File: config.mk
export PLATFORM = sky130hd
export DESIGN_NAME = branch_target_predictor
export DESIGN_NICKNAME = d
export VERILOG_FILES = /design/src/rtl/bp_pkg.sv /design/src/rtl/branch_target_predictor.sv
export SDC_FILE = /design/constraint.sdc
export NUM_CORES = 2
export LEC_CHECK = 0
export BUFFER_PORTS_ARGS = -buffer_cell sky130_fd_sc_hd__buf_2
export CAP_MARGIN = 5
export CORE_ASPECT_RATIO = 0.5
export CORE_MARGIN = 2
export CORE_UTILIZATION = 55
export DETAILED_ROUTE_END_ITERATION = 8
export PLACE_DENSITY_LB_ADDON = 0.3
export SLEW_MARGIN = 20
export SYNTH_ARGS = -nofsm -noshare
export SYNTH_HDL_FRONTEND = slang
export SYNTH_SLANG_ARGS = --single-unit
export TNS_END_PERCENT = 100
File: constraint.sdc
create_clock -name clk -period 13.1 [get_ports clk]
set_clock_uncertainty 0.2 [all_clocks]
set_input_delay 0 -clock clk [delete_from_list [all_inputs] [get_ports clk]]
set_output_delay 0 -clock clk [all_outputs]
set_load 0.05 [all_outputs]
File: src/rtl/bp_pkg.sv
`default_nettype none
// ============================================================================
//  Module      : bp_pkg
//  Description : Shared types and helpers for the fetch-stage branch predictor.
//  Revision    : 1.0 - initial release
// ============================================================================
package bp_pkg;

    typedef enum logic [1:0] {
        SNT = 2'b00,
        WNT = 2'b01,
        WT  = 2'b10,
        ST  = 2'b11
    } bp_ctr_t;

    localparam bp_ctr_t CTR_RESET = WNT;
    localparam bp_ctr_t CTR_ALLOC = WT;

    // Saturating 2-bit counter step toward the resolved outcome.
    function automatic bp_ctr_t bp_ctr_next(input bp_ctr_t c, input logic taken);
        bp_ctr_t n;
        n = c;
        unique case (c)
            SNT: n = taken ? WNT : SNT;
            WNT: n = taken ? WT  : SNT;
            WT:  n = taken ? ST  : WNT;
            ST:  n = taken ? ST  : WT;
            default: n = CTR_RESET;
        endcase
        return n;
    endfunction

endpackage
`default_nettype wire

File: src/rtl/branch_target_predictor.sv
`default_nettype none
// ============================================================================
//  Module      : branch_target_predictor
//  Description : Direct-mapped BTB with 2-bit saturating counters, looked up
//                combinationally from the fetch PC and trained from execute.
//  Revision    : 1.0 - initial release
// ============================================================================
module branch_target_predictor
    import bp_pkg::*;
#(
    parameter int WIDTH    = 32,
    parameter int ENTRIES  = 64,
    parameter int PC_SHIFT = 2
) (
    input  logic             clk,
    input  logic             reset,
    input  logic             flush_tbl,
    input  logic [WIDTH-1:0] pc_f,
    output logic             predict_taken,
    output logic [WIDTH-1:0] predict_target,
    input  logic             upd_valid,
    input  logic [WIDTH-1:0] upd_pc,
    input  logic             upd_taken,
    input  logic [WIDTH-1:0] upd_target,
    output logic [31:0]      hit_count
);

    localparam int IDXW = $clog2(ENTRIES);
    localparam int TAGW = WIDTH - PC_SHIFT - IDXW;

    logic              r_valid  [ENTRIES];
    bp_ctr_t           r_ctr    [ENTRIES];
    logic [TAGW-1:0]   r_tag    [ENTRIES];
    logic [WIDTH-1:0]  r_target [ENTRIES];
    logic [31:0]       r_hit_count;

    logic [IDXW-1:0]   w_f_idx;
    logic [TAGW-1:0]   w_f_tag;
    logic [IDXW-1:0]   w_u_idx;
    logic [TAGW-1:0]   w_u_tag;
    logic              w_hit;
    logic              w_upd_hit;
    logic              w_unused_lsb;

    assign w_f_idx = pc_f[PC_SHIFT +: IDXW];
    assign w_f_tag = pc_f[WIDTH-1 -: TAGW];
    assign w_u_idx = upd_pc[PC_SHIFT +: IDXW];
    assign w_u_tag = upd_pc[WIDTH-1 -: TAGW];

    // Instruction-alignment bits take no part in indexing or tagging.
    generate
        if (PC_SHIFT > 0) begin : g_lsb
            assign w_unused_lsb = ^{pc_f[PC_SHIFT-1:0], upd_pc[PC_SHIFT-1:0]};
        end else begin : g_no_lsb
            assign w_unused_lsb = 1'b0;
        end
    endgenerate

    // Lookup sees the pre-update table; no write-to-read bypass.
    assign w_hit          = r_valid[w_f_idx] && (r_tag[w_f_idx] == w_f_tag);
    assign predict_taken  = w_hit && r_ctr[w_f_idx][1];
    assign predict_target = w_hit ? r_target[w_f_idx] : '0;
    assign hit_count      = r_hit_count;

    assign w_upd_hit = r_valid[w_u_idx] && (r_tag[w_u_idx] == w_u_tag);

    always_ff @(posedge clk or posedge reset) begin
        if (reset) begin
            for (int i = 0; i < ENTRIES; i++) begin
                r_valid[i] <= 1'b0;
                r_ctr[i]   <= CTR_RESET;
            end
        end else if (flush_tbl) begin
            for (int i = 0; i < ENTRIES; i++) begin
                r_valid[i] <= 1'b0;
                r_ctr[i]   <= CTR_RESET;
            end
        end else if (upd_valid) begin
            if (w_upd_hit) begin
                r_ctr[w_u_idx] <= bp_ctr_next(r_ctr[w_u_idx], upd_taken);
            end else if (upd_taken) begin
                r_valid[w_u_idx] <= 1'b1;
                r_ctr[w_u_idx]   <= CTR_ALLOC;
            end
        end
    end

    // Tag/target payload is only meaningful behind a valid bit, so it is not reset.
    always_ff @(posedge clk) begin
        if (!flush_tbl && upd_valid && upd_taken) begin
            r_tag[w_u_idx]    <= w_u_tag;
            r_target[w_u_idx] <= upd_target;
        end
    end

    always_ff @(posedge clk or posedge reset) begin
        if (reset) begin
            r_hit_count <= '0;
        end else if (w_hit) begin
            r_hit_count <= r_hit_count + 32'd1;
        end
    end

endmodule
`default_nettype wire

==> results.py <==
metrics = {
    "placement": {
        "io_buffers": 161,
        "dpl.hpwl_um": 280700,
        "dp_cells": 12200,
        "place_ws_ns": 5.391,
        "finalWeightedCongestion": 0.8904,
    },
    "power": {
        "fin_total_pwr_uw": 24860,
        "p_per_area_nw_per_um2": 138.2,
        "leakagePower_uw": 0.05704,
        "ir_drop_uv": 112.0,
    },
    "synth": {
        "synth_top_area_share_pct": 66.01,
        "ys_warn_count": 0,
        "yosysMostFrequentCell": "edfxtp_1",
        "syn_avg_cell_area_um2": 19.25,
        "netlist_instances": 8472,
        "yosysTopAreaCell": "edfxtp_1",
        "yosys-top-cells-area": "edfxtp_1, mux4_2, mux2i_1, dfrtp_1, dfstp_2",
        "synth_edf_count": 3584,
        "synthArstFlopShare_pct": 5.882,
        "synth_commonest_cells": "edfxtp_1, mux4_2, mux2i_1",
        "synth_nets": 8574,
        "synthesis.area_um2": 163000,
        "synth.yosys.seq_area_share_pct": 69.49,
        "synth-seq-cells": 3808,
        "yosys_most_used_dff": "edfxtp_1",
        "ys_types": 86,
    },
    "detailed_routing": {
        "dr_total_vias": 98050,
        "drt-wirelength-per-cell_um": 41.71,
        "routed_wl_um": 537100,
        "drtAntennaViolNets": 0,
        "drc": 0,
        "drtIter0Drc": 20020,
        "vias_per_cell": 7.615,
        "first_pass_iters": 7,
    },
    "floorplan": {
        "ioPinCount": 166,
        "initial_core_util_pct": 55.24,
        "die_w_um": 774.0,
        "core_um2": 295100,
        "die_h_um": 389,
        "fp-row-count": 141,
        "design.die.area_um2": 301100,
    },
    "finish": {
        "finalNonFillerCells": 12880,
        "area_growth_pct": 10.35,
        "drive_gt1_share_pct": 26.65,
        "fill_cells": 20240,
        "nNetsFinal": 8770,
    },
    "global_routing": {
        "grt_pass1_vias": 92630,
        "grt_pass1_wl_um": 736000,
        "grt_overflow_total": 0,
        "grt_max_degree": 139,
        "grt_usage_pct": 35.04,
        "antenna_found_initial": 36,
    },
    "timing": {
        "worst_pin_slew_ns": 1.401,
        "rsz0062_at_grt": "false",
        "fin_crit_ns": 7.857,
        "relSlewSlack_pct": 5.812,
        "clock.fmax_mhz": 127.3,
        "setup-violations-final": 0,
        "hold_viol": 0,
        "slew_viol_final": 0,
        "fin_crit_sh_pct": 59.98,
        "worst_slack_ns": 5.243,
        "final.setup.tns_ns": 0,
    },
    "setup_path": {
        "startpoint_type": "primary input",
        "reg2reg_to": "hit_count[31]",
        "critical_path_class": "in2out",
        "reg2reg_depth": 12,
        "worstPathMaxFanout": 98,
        "critPathCaptureType": "output port",
        "setup.worst_path.start": "pc_f[3]",
        "crit_required_ns": 12.90,
        "crit_end": "predict_target[21]",
        "crit_arrival_ns": 7.66,
        "r2r_setup_slack_ns": 6.59,
        "rr_startpoint": "r_tag[43][18]",
    },
    "min_path": {
        "worstHoldPathCells": 3,
        "worstHoldPathType": "in2reg",
    },
    "clock_tree": {
        "clk_latency_ns": 0.94,
        "htreeDepth": 5,
        "post_cts_resize_count": 0,
        "tritoncts.num_buffers": 334,
        "clockRootBuffer": "clkbuf_16",
        "clkTransAtPathRegs_ns": 0.07,
        "cts_tree": "done",
        "cts_num_sinks": 3808,
        "cts_buffer_depth": 4,
        "cts_setup_buffers": 0,
    },
    "run_status": {
        "status": "finished clean",
    },
    "flow_run": {
        "cap_violations": 0,
    },
}
-- how the worst min path moves through the flow --
stage | endpoint | from | slack [ns]
floorplan | r_tag[0][0] | upd_pc[8] | -0.10
global placement | hit_count[31] | reset | -0.04
detailed placement | hit_count[29] | reset | -0.03
CTS | r_valid[43] | upd_pc[6] | 0.009
global route | r_valid[43] | upd_pc[6] | 0.05
finish | r_valid[8] | flush_tbl | 0.02
-- critical path: stages --
cell and delay [ns]:
buf_8 0.64, buf_4 0.72, buf_4 0.84, mux4_2 0.46
mux4_2 0.47, mux2i_1 0.18, xnor2_1 0.09, mux2i_1 0.49
nand4_1 0.20, nor4_1 0.60, nand4_4 0.81, buf_4 0.59
a311oi_1 0.88, buf_2 0.41
-- layout by cell type, fill, tap and decap left out, types with 64 or more instances in the layout --
master and count:
clkinv_1 68, a22oi_1 96, clkbuf_16 346, buf_2 151, nor2b_1 114, o21ai_0 168, a21oi_1 240, buf_4 259
o22ai_1 219, a221oi_1 91, mux2i_1 405, clkbuf_1 71, a211oi_1 115, a221o_1 102, nand2_1 222, nor2_4 69
inv_1 77, dfrtp_1 160, nor2_1 120, dfstp_2 64, mux4_2 1195, edfxtp_1 3584
-- power by group --
group / switching (uW) / internal, uW
clock network: 4500 / 5360
logic: 1050 / 609
registers: 10.8 / 13300
total: 5560 / 19300
-- area by class of cell --
type	count	area [um^2]	area share, %
clock inverters	166	1445	0.8032
diodes	20	50.05	0.02782
multi-input cells	3942	47000	26.12
clock buffers	426	9049	5.029
repair buffers	500	3815	2.120
inverters	82	329.1	0.1829
well taps	3932	4920	2.734
flip-flops and latches	3808	113300	62.98
-- cells by family after synthesis --
group / after synthesis / synth area share (%)
AOI/OAI and AO/OA: 1348 / 5.792
muxes: 1675 / 19.51
xor gates and xnor gates: 68 / 0.3653
buffers and inverters: 722 / 2.093
adders and majority gates: 2 / 0.01381
DFF: 3808 / 69.49
and+or+nand+nor: 849 / 2.730
-- registers in the layout, indices dropped and copies added (netlist names) --
register	cells
r_target	2048
r_tag	1536
r_ctr	128
r_valid	64
hit_count	32
-- repair_timing --
item,4_1_cts,5_1_grt
endpoints found under the setup margin,0,0
hold buffers,61,1
endpoints found under the hold margin,3909,16
-- through the flow --
stage	instance area [um^2]	utilization [%]	hold slack, ns
global placement	168700	57.15	-0.03928
floorplan	163000	-	-0.1011
finish	179900	60.96	0.01830
detailed placement	168700	57.15	-0.02732
CTS	179800	60.92	0.009125
global route	179900	60.94	0.04811
-- routing by layer --
| metal | global-route usage (%) | routed length, um | vias to the layer above |
|---|---|---|---|
| met3 | 11.63 | 88570 | 1752 |
| met1 | 48.97 | 184400 | 50530 |
| met5 | 0 | 145 | - |
| met4 | 16.94 | 32090 | 24 |
| li1 | - | - | 36160 |
| met2 | 50.25 | 231900 | 9580 |
Power figures use the tool's default switching activity.
